--- src/rtl/div_core_radix2_et.sv ---
// rtl/div_core_radix2_et.sv - unsigned radix-2 restoring divider with early termination
// Divisor is pre-aligned to the dividend MSB so only significant quotient bits are iterated.
module div_core_radix2_et #(
   parameter int DIV_WIDTH = 32,
   localparam int CW = $clog2(DIV_WIDTH)
) (
   input  logic                 clk,
   input  logic                 rst,
   input  logic                 start,
   input  logic [DIV_WIDTH-1:0] dividend,
   input  logic [DIV_WIDTH-1:0] divisor,
   input  logic [CW-1:0]        dividend_CLZ,
   input  logic [CW-1:0]        divisor_CLZ,
   input  logic                 divisor_is_zero,
   output logic                 busy,
   output logic                 done,
   output logic [DIV_WIDTH-1:0] quotient,
   output logic [DIV_WIDTH-1:0] remainder
);

   typedef enum logic {IDLE, RUN} state_t;

   state_t               state_q;
   logic                 done_q;
   logic [DIV_WIDTH-1:0] quotient_q, remainder_q;
   logic [DIV_WIDTH-1:0] rem_q, div_q, quo_q;
   logic [CW-1:0]        cnt_q;

   logic                 ge;
   logic [DIV_WIDTH-1:0] rem_d, quo_d;
   logic [CW-1:0]        shift_d;

   always_comb begin
      ge      = (rem_q >= div_q);
      rem_d   = ge ? (rem_q - div_q) : rem_q;
      quo_d   = {quo_q[DIV_WIDTH-2:0], ge};
      // Only meaningful when divisor_CLZ >= dividend_CLZ, i.e. on the iterative path.
      shift_d = divisor_CLZ - dividend_CLZ;
   end

   always_ff @(posedge clk) begin
      if (rst) begin
         state_q     <= IDLE;
         done_q      <= 1'b0;
         quotient_q  <= '0;
         remainder_q <= '0;
         rem_q       <= '0;
         div_q       <= '0;
         quo_q       <= '0;
         cnt_q       <= '0;
      end else begin
         done_q <= 1'b0;
         case (state_q)
            IDLE: begin
               if (start) begin
                  if (divisor_is_zero) begin
                     quotient_q  <= '1;
                     remainder_q <= dividend;
                     done_q      <= 1'b1;
                  end else if (divisor_CLZ < dividend_CLZ) begin
                     quotient_q  <= '0;
                     remainder_q <= dividend;
                     done_q      <= 1'b1;
                  end else begin
                     rem_q   <= dividend;
                     div_q   <= divisor << shift_d;
                     quo_q   <= '0;
                     cnt_q   <= shift_d;
                     state_q <= RUN;
                  end
               end
            end
            RUN: begin
               rem_q <= rem_d;
               div_q <= div_q >> 1;
               quo_q <= quo_d;
               if (cnt_q == '0) begin
                  state_q     <= IDLE;
                  done_q      <= 1'b1;
                  quotient_q  <= quo_d;
                  remainder_q <= rem_d;
               end else begin
                  cnt_q <= cnt_q - CW'(1);
               end
            end
            default: state_q <= IDLE;
         endcase
      end
   end

   assign busy      = (state_q == RUN);
   assign done      = done_q;
   assign quotient  = quotient_q;
   assign remainder = remainder_q;

   a_no_start_while_busy: assert property (@(posedge clk) disable iff (rst) !(start && busy));

endmodule
--- config.mk ---
export PLATFORM = sky130hd
export DESIGN_NAME = div_core_radix2_et
export DESIGN_NICKNAME = d
export VERILOG_FILES = /design/src/rtl/div_core_radix2_et.sv
export SDC_FILE = /design/constraint.sdc
export NUM_CORES = 1
export LEC_CHECK = 0
export CORE_ASPECT_RATIO = 1.25
export CORE_MARGIN = 3
export CORE_UTILIZATION = 56
export CTS_CLUSTER_DIAMETER = 30
export DETAILED_ROUTE_END_ITERATION = 8
export PLACE_DENSITY = 0.86
export SETUP_SLACK_MARGIN = 0.3
export SYNTH_ARGS = -nofsm -noshare
export SYNTH_HDL_FRONTEND = slang
export SYNTH_SLANG_ARGS = --single-unit
--- constraint.sdc ---
create_clock -name clk -period 4.4 [get_ports clk]
set_clock_uncertainty 0.15 [all_clocks]
set_input_delay 1.1 -clock clk [delete_from_list [all_inputs] [get_ports clk]]
set_output_delay 1.1 -clock clk [all_outputs]
set_load 0.02 [all_outputs]
==> impl_metrics.json, run 1 <==
{
  "routabilityCongestion": 0.946,
  "cts_tree": "yes",
  "vias": 10430,
  "final_hold_viol_count": 0,
  "fin_crit_sh": 0.882,
  "ctsResizeCount": 0,
  "areaGrowthSynthToFinish_pct": 22.1,
  "die_area_um2": 20400,
  "cp_data_arrival_time_ns": 4.10,
  "finalWirelength_mm": 30.5,
  "core.rowCount": 55,
  "clk_latency_ns": 0.43,
  "final.min_clock_period_ns": 3.88,
  "rsz0062_at_grt": "false",
  "grt_antenna_before_repair": 0,
  "static-leakage-power_nw": 5.02,
  "yosys_warnings": 0,
  "synth_sequential_area_ratio": 0.318,
  "setup_ws_ns": 0.519,
  "synthArstFlopShare": 0,
  "post_cts_buffers": 0,
  "synth_cells": 1354,
  "place_worst_setup_slack_ns": 0.0867,
  "slew-limit-headroom": 0.269,
  "place_hpwl_mm": 22.1,
  "setup_viol": 0,
  "synthAdderAreaFrac": 0.0505,
  "post_synthesis_xor_xnor_area_fraction": 0.0276,
  "worst_supply_voltage_drop_on_vdd_uv": 348,
  "first_pass_grt_wire_length_mm": 49.9,
  "worst_ep_required_time_ns": 4.62,
  "die_h_um": 159,
  "final_nets": 1571,
  "fmax_mhz": 258,
  "cts_inserted_buffers": 17,
  "area_fraction_in_and_or_nand_and_nor_cells_after_synthesis": 0.208,
  "wl_per_cell_um": 18.0,
  "avgViaCountPerCell": 6.16,
  "hold_path_cells": 2,
  "number_of_synthesized_flops_with_an_enable_pin": 0,
  "mappedNetlistNets": 1473,
  "antenna-diode-count": 0,
  "reg2reg_depth": 12,
  "timing.critical_path.cells": "clkdlybuf4s50_1, inv_1, ha_1, buf_4, o21ai_0, a21boi_0, o21a_1, o21ai_2, nor4_2, nand2_1, o221a_2, nor2_1",
  "clockBufferDepth": 2,
  "place.port_buffers": 143,
  "synth_flop_cell": "dfxtp_1",
  "grt_start_max_net_pins": 103,
  "global_route_usage_sum": 0.293,
  "globalRouteOverflowTotal": 0,
  "critical_path.startpoint_type": "input pin",
  "max_cap_violations": 0,
  "synth_mux_area_frac": 0.0809,
  "postRouteAntennaNets": 0,
  "critPathCaptureType": "flip-flop",
  "grt_pass1_vias": 10244,
  "critPathMaxStageDelay_ns": 0.70,
  "postSynthRegisterBits": 166,
  "1st_iter_drt_viols": 719,
  "setup-tns-final_ns": 0,
  "worst-slew-pin-transition_ns": 1.09,
  "layout-drive-gt1-share": 0.0867,
  "count_of_distinct_cell_types_in_the_synthesized_netlist": 78,
  "clkTransAtPathRegs_ns": 0.07,
  "die_x_um": 128,
  "drc_errors": 0,
  "utilization": 0.701,
  "critical_path_start_end_classification": "in -> reg",
  "status": "finished, final reports clean",
  "synth.cell_area_um2": 10500,
  "crit_path_top_delay_cell": "nor4_2",
  "core_area_um2": 18200,
  "synth_compound_area_frac": 0.251,
  "critical_path.max_fanout": 6,
  "power_density_nw_per_um2": 450,
  "drt-pass1-iter-count": 6,
  "cts_hold_buffers": 0,
  "final-max-slew-violation-count": 0,
  "ios": 144,
  "hold_class": "reg -> reg",
  "synth_top_family_by_area": "compound AO/OA/AOI/OAI gates",
  "post_synth.cell_area_avg_um2": 7.73,
  "start_util": 0.574,
  "clock-sinks": 166,
  "cts_htree_levels": 4,
  "cts_root_buffer": "clkbuf_16",
  "hold_ws_ns": 0.305
}
-- cell usage after synthesis, types with 10 or more instances --
| library cell | instances | area share |
|---|---|---|
| a211oi_1 | 61 | 0.044 |
| a21o_1 | 10 | 0.0072 |
| a21oi_1 | 117 | 0.056 |
| a311oi_1 | 36 | 0.030 |
| a31oi_1 | 12 | 0.0072 |
| and2_1 | 21 | 0.013 |
| and3_1 | 12 | 0.0072 |
| buf_2 | 10 | 0.0048 |
| clkbuf_1 | 81 | 0.029 |
| dfxtp_1 | 166 | 0.32 |
| ha_1 | 39 | 0.047 |
| inv_1 | 53 | 0.019 |
| mux2_2 | 13 | 0.014 |
| mux2i_1 | 61 | 0.058 |
| nand2_1 | 197 | 0.071 |
| nor2_1 | 156 | 0.056 |
| nor3_1 | 43 | 0.021 |
| o21ai_0 | 50 | 0.024 |
| o21ai_1 | 10 | 0.0048 |
| or3_1 | 12 | 0.0072 |
| xnor2_1 | 21 | 0.018 |
| xor2_1 | 12 | 0.010 |
-- final timing paths --
check,startpoint,endpoint,slack (ns)
setup / recovery,dividend_CLZ[2],div_q[3]$_SDFFE_PP0P_,0.52
hold / removal,remainder[7]$_SDFFE_PP0P_,remainder[7]$_SDFFE_PP0P_,0.30
setup reg to reg,rem_q[0]$_SDFFE_PP0P_,remainder[8]$_SDFFE_PP0P_,0.74
hold reg to reg,remainder[7]$_SDFFE_PP0P_,remainder[7]$_SDFFE_PP0P_,0.30
-- sequential cells by signal (all words and copies together) (netlist names) --
register and cells:
busy 1, cnt_q 5, div_q 32, done 1, quo_q 31, quotient 32, rem_q 32, remainder 32
-- logic make-up after synthesis --
kind of cell,Yosys count
and+or+nand+nor,493
xor gates and xnor gates,33
DFF,166
buffers and inverters,157
muxes,78
adders and majority gates,41
AOI/OAI and AO/OA,386
-- layer usage --
metal / part of all wire / vias up / track usage
met5: 0 / - / 0
met1: 0.42 / 4949 / 0.366
met2: 0.48 / 362 / 0.489
met3: 0.068 / 65 / 0.0670
li1: - / 5054 / -
met4: 0.031 / 0 / 0.106
-- layout make-up --
class                      count  area (um^2)
timing repair buffer         183         1830
multi-input combinational   1031         6530
sequential                   166         3330
fill                        1452         5460
clock inverter                15          178
clock buffer                  17          425
tap                          228          285
inverter                      53          199
-- critical path, delay by kind of cell --
family                   cells  cell delay (ns)
AND/OR/NAND/NOR              3             0.99
adder cells (fa/ha/maj)      1             0.30
buffers and inverters        3             0.65
AO/OA/AOI/OAI                5             1.06
-- report_power, final --
part           switching (mW)  internal [mW]  total [mW]
clock network           0.710          0.818        1.53
logic                    1.47           1.03        2.51
registers              0.0872           1.63        1.72
total                    2.27           3.48        5.75
-- layout by cell type (no fill, tap or decap), types with 21 or more instances in the layout --
cell type and instances:
mux2i_1 61, clkdlybuf4s50_1 142, a311oi_1 36, a211oi_1 61
dfxtp_1 165, inv_1 53, nand2_1 197, and2_1 21
nor2_1 155, buf_4 33, nor3_1 43, a21oi_1 116
o21ai_0 49, ha_1 38
-- metrics by stage --
step                      std cells  instance area (um^2)  power [mW]
after floorplan                1354                 10500        3.49
after CTS                      1693                 12800        5.74
final                          1693                 12800        5.75
after global routing           1693                 12800        6.07
after detailed placement       1661                 12200        4.21
after global placement         1661                 12200        4.19
No activity file was read; power rests on OpenSTA's default activity.
==> run 2: changes to the inputs <==
- PLACE_DENSITY: 0.86 -> 0.88
- SETUP_SLACK_MARGIN: 0.3 -> unset
==> run 2 against run 1 <==
Against the previous run:
- die area is the same
- largest power group unchanged
- cell area down 0.17%
- first-iteration DRC count rose by 18%
- global-route usage increased by 0.91 points
- register-to-register slack is essentially flat
- fmax increased by 0.85%
- final cell count about the same
- critical path type unchanged
- sequential power about the same
- via count is 0.71% higher
==> impl_metrics.json, run 2 (synthesis gave the netlist of run 1 again) <==
{
  "critical_path_start_end_classification": "in -> reg",
  "global_route_usage_sum": 0.302,
  "cp_data_arrival_time_ns": 4.06,
  "place.port_buffers": 143,
  "slew-limit-headroom": 0.242,
  "final_hold_viol_count": 0,
  "p_sw_frac": 0.404,
  "globalRouteOverflowTotal": 0,
  "finalWirelength_mm": 31.4,
  "reg2reg_depth": 12,
  "clk_latency_ns": 0.43,
  "final.min_clock_period_ns": 3.85,
  "ctsResizeCount": 0,
  "leading_cell_type_in_the_layout_fill_and_taps_excluded": "nand2_1",
  "status": "finished, final reports clean",
  "r2r_slack_ns": 0.74,
  "cp_num_cells": 12,
  "grt_start_max_net_pins": 86,
  "hold_path.startpoint": "remainder[10]$_SDFFE_PP0P_",
  "grt_antenna_before_repair": 0,
  "clkTransAtPathRegs_ns": 0.07,
  "antenna-diode-count": 0,
  "timing.critical_path.cells": "clkdlybuf4s50_1, ha_2, inv_1, fa_2, buf_4, mux2_2, o21ai_0, mux2i_1, mux2i_1, nor2_1, a211o_1, a21oi_1",
  "cts_inserted_buffers": 17,
  "place_hpwl_mm": 22.5,
  "cts_hold_buffers": 0,
  "max_cap_violations": 0,
  "avgViaCountPerCell": 6.21,
  "postPlaceCellArea_um2": 12200,
  "hold_ws_ns": 0.305,
  "core_area_um2": 18200,
  "finalInstanceArea_um2": 12800,
  "ios": 144,
  "final-max-slew-violation-count": 0,
  "areaGrowthSynthToFinish_pct": 21.9,
  "hold_class": "reg -> reg",
  "cts_htree_levels": 4,
  "rsz0062_at_grt": "false",
  "start_util": 0.574,
  "cts_root_buffer": "clkbuf_16",
  "fin_crit_sh": 0.875,
  "cts_tree": "yes",
  "seq_power_share": 0.300,
  "crit_path_top_delay_cell": "fa_2",
  "critical_path.max_fanout": 21,
  "cp-startpoint": "dividend_CLZ[0]",
  "wl_per_cell_um": 18.6,
  "die_area_um2": 20400,
  "critical_path.startpoint_type": "input pin",
  "worst-slew-pin-transition_ns": 1.13,
  "post_cts_buffers": 0,
  "fmax_mhz": 260,
  "drc_errors": 0,
  "setup-tns-final_ns": 0,
  "utilization": 0.699,
  "static-leakage-power_nw": 5.00,
  "first_pass_grt_wire_length_mm": 51.2,
  "routabilityCongestion": 0.982,
  "core.rowCount": 55,
  "p_comb_frac": 0.439,
  "vias": 10504,
  "worst_supply_voltage_drop_on_vdd_uv": 292,
  "crit_family": "adder cells",
  "die_h_um": 159,
  "power_density_nw_per_um2": 451,
  "power_frac_clock": 0.261,
  "1st_iter_drt_viols": 849,
  "grt_pass1_vias": 10296,
  "p_int_mw": 3.43,
  "final_nets": 1570,
  "crit-reg2reg-launch": "rem_q[0]$_SDFFE_PP0P_",
  "hold_path_cells": 2,
  "cpMostUsedCell": "mux2i_1",
  "worst_ep_required_time_ns": 4.61,
  "critPathBufInv": 3,
  "critPathCaptureType": "flip-flop",
  "die_x_um": 128,
  "postRouteAntennaNets": 0,
  "critPathMaxStageDelay_ns": 0.67,
  "switching_power_mw": 2.32,
  "layout_common_cells": "nand2_1, dfxtp_1, nor2_1, clkdlybuf4s50_1, a21oi_1",
  "drt-pass1-iter-count": 6,
  "clock-sinks": 166,
  "clockBufferDepth": 2,
  "layout-drive-gt1-share": 0.0861,
  "setup_viol": 0
}
run 2: changes by cell type in the layout (fill, tap and decap cells not counted):
cell,change
buf_12,-1
bufinv_16,-1
clkinv_4,-1
clkinv_8,+3
clkinvlp_4,+2
inv_6,-3
run 2: worst paths after layout:
kind | endpoint
setup reg to reg | remainder[3]$_SDFFE_PP0P_
setup / recovery | div_q[28]$_SDFFE_PP0P_
hold reg to reg | remainder[10]$_SDFFE_PP0P_
hold / removal | remainder[10]$_SDFFE_PP0P_
run 2: worst min-delay path, delay by kind of cell, from the launching register on:
family          cells  cell delay [ns]
compound gates      1             0.05
flops               1             0.31
simple gates        1             0.05
run 2: metrics by stage:
stage	total power, mW	worst slack (ns)	instances
2_1_floorplan	3.49	0.498	1354
4_1_cts	5.73	0.561	1692
5_1_grt	6.06	0.379	1692
3_3_place_gp	4.19	0.128	1660
3_5_place_dp	4.23	0.118	1660
6_report	5.76	0.552	1692
run 2: final cells by class:
class	instances	area, um^2
Timing Repair Buffer	182	1810
Clock buffer	17	425
Multi-Input combinational cell	1031	6530
Inverter	53	199
Tap cell	228	285
Fill cell	1466	5480
Sequential cell	166	3330
Clock inverter	15	176
run 2: power groups by stage:
stage	clock network, mW	registers, mW	logic (mW)
after CTS	1.51	1.72	2.50
final	1.50	1.73	2.53
after floorplan	0	1.81	1.68
after detailed placement	0	1.76	2.47
after global placement	0	1.75	2.44
after global routing	1.57	1.74	2.74
run 2: layer usage:
layer  up-vias  wire (um)  global-route usage
met5         -          0                   0
met4         0        869               0.110
met3        64       2180              0.0589
met2       387      15200               0.504
met1      5013      13200               0.383
li1       5040          -                   -
==> patch, RTL diff (config.mk and constraints of run 1) <==
`DIV_WIDTH`: 32 -> 16.
--- a/src/rtl/div_core_radix2_et.sv
+++ b/src/rtl/div_core_radix2_et.sv
@@ -1,7 +1,7 @@
 // rtl/div_core_radix2_et.sv - unsigned radix-2 restoring divider with early termination
 // Divisor is pre-aligned to the dividend MSB so only significant quotient bits are iterated.
 module div_core_radix2_et #(
-   parameter int DIV_WIDTH = 32,
+   parameter int DIV_WIDTH = 16,
    localparam int CW = $clog2(DIV_WIDTH)
 ) (
    input  logic                 clk,
Interface: changed (6 resized); port bits go from 144 to 78. The function was not compared with the original's and may differ.
==> patch against run 1 <==
Critical path type unchanged; largest cell class unchanged; critical path depth is the same; critical endpoint is now quotient[0]; synthesized area shrank 49%; fmax grew 2.4%; design area shrank 50%; non-clock buffer count shrank 94; wire length shrank 49%; hold slack gained 0.0028 ns; sequential cell count shrank 81; power shrank 49%; setup slack gained 0.092 ns.
==> patch: results (changes against run 1) <==
dr.pass1.iters: 5  # was 6
synth_mux_area_share_pct: 5.69  # was 8.09%
grt_pass1_wl_mm: 24.8  # was 49.9 mm
whs_ns: 0.308  # was 0.305 ns
cts_max_level: 3  # was 4
track_usage_pct: 28.5  # was 29.3%
synth_area_per_cell_um2: 8.07  # was 7.73 um^2
slew_headroom_pct: 36.6  # was 26.9%
synth_compound_area_share_pct: 30.2  # was 25.1%
ir_worst_vdd_mv: 0.240  # was 0.348 mV
avgRoutedWirePerCell_um: 18.3  # was 18.0 um
status: "complete, no violations"  # unchanged
instances_no_fill: 845  # was 1693
yosys-top-cells-area: "dfxtp_1, a21oi_1, nand2_1"  # was dfxtp_1, nand2_1, mux2i_1
io_buffer_count: 77  # was 143
syn_nets: 732  # was 1473
synth_common_cells: "dfxtp_1, nand2_1, a21oi_1, nor2_1, inv_1"  # was nand2_1, dfxtp_1, nor2_1, a21oi_1, clkbuf_1
fill_cells: 719  # was 1452
post-dp-hpwl_mm: 11.4  # was 22.1 mm
critical_path_arrival_ns: 3.84  # was 4.10 ns
critPathMaxStageDelay_ns: 0.62  # was 0.70 ns
gp_congestion: 0.901  # was 0.946
grt_pass1_vias: 5316  # was 10.2k
cp_max_fo: 16  # was 6
leakage_nw: 2.41  # was 5.02 nW
cts_made_buffers: 9  # was 17
synthAdderAreaFrac_pct: 5.64  # was 5.05%
patch: path summary, 6_finish.rpt:
path | cells after the start | to | from | slack, ns
worst max-delay path | 12 | quotient[0] | divisor_CLZ[0] | 0.61
worst min-delay path | 2 | quo_q[5] | quo_q[5] | 0.31
worst max register to register | 9 | remainder[12] | div_q[11] | 1.31
worst min register to register | 2 | quo_q[5] | quo_q[5] | 0.31
patch: kinds of logic (layout without fill, tap and decap cells):
| kind of cell | Yosys count | in the layout |
|---|---|---|
| muxes | 25 | 25 |
| AOI/OAI and AO/OA | 236 | 236 |
| and+or+nand+nor | 199 | 199 |
| DFF | 85 | 85 |
| xor gates and xnor gates | 16 | 16 |
| buffers and inverters | 81 | 138 |
| adders and majority gates | 23 | 23 |
patch: power groups by stage:
stage                     Sequential (W)  Combinational (W)  Clock [W]
final                           0.000907            0.00128   0.000742
after global routing            0.000913            0.00138   0.000777
after CTS                       0.000905            0.00126   0.000746
after global placement          0.000917            0.00122          0
after detailed placement        0.000921            0.00124          0
after floorplan                 0.000941           0.000893          0
patch: per-layer routing:
metal	part of all wire, %	GRT usage [%]
met5	0	0
met1	40	34.4
met3	5.8	3.31
met4	5.0	17.8
met2	49	48.5
patch: stage by stage:
| step | total power (W) | setup slack [ns] |
|---|---|---|
| 4_1_cts | 0.00291 | 0.648 |
| 2_1_floorplan | 0.00183 | 0.971 |
| 5_1_grt | 0.00307 | 0.355 |
| 3_3_place_gp | 0.00214 | 0.442 |
| 3_5_place_dp | 0.00217 | 0.312 |
| 6_report | 0.00293 | 0.612 |
patch: layout make-up:
cell class	count	area (um^2)	area share, %
clock buffer	10	239	3.71
clock inverter	6	53.8	0.836
inverter	33	124	1.92
multi-input combinational	499	3300	51.2
tap	123	154	2.39
sequential	85	1700	26.5
timing repair buffer	89	868	13.5
patch: worst min-delay path: cells and delay by family, from the launching register on:
kind	cells	cell delay, ns
flops	1	0.31
simple gates	1	0.05
compound gates	1	0.05
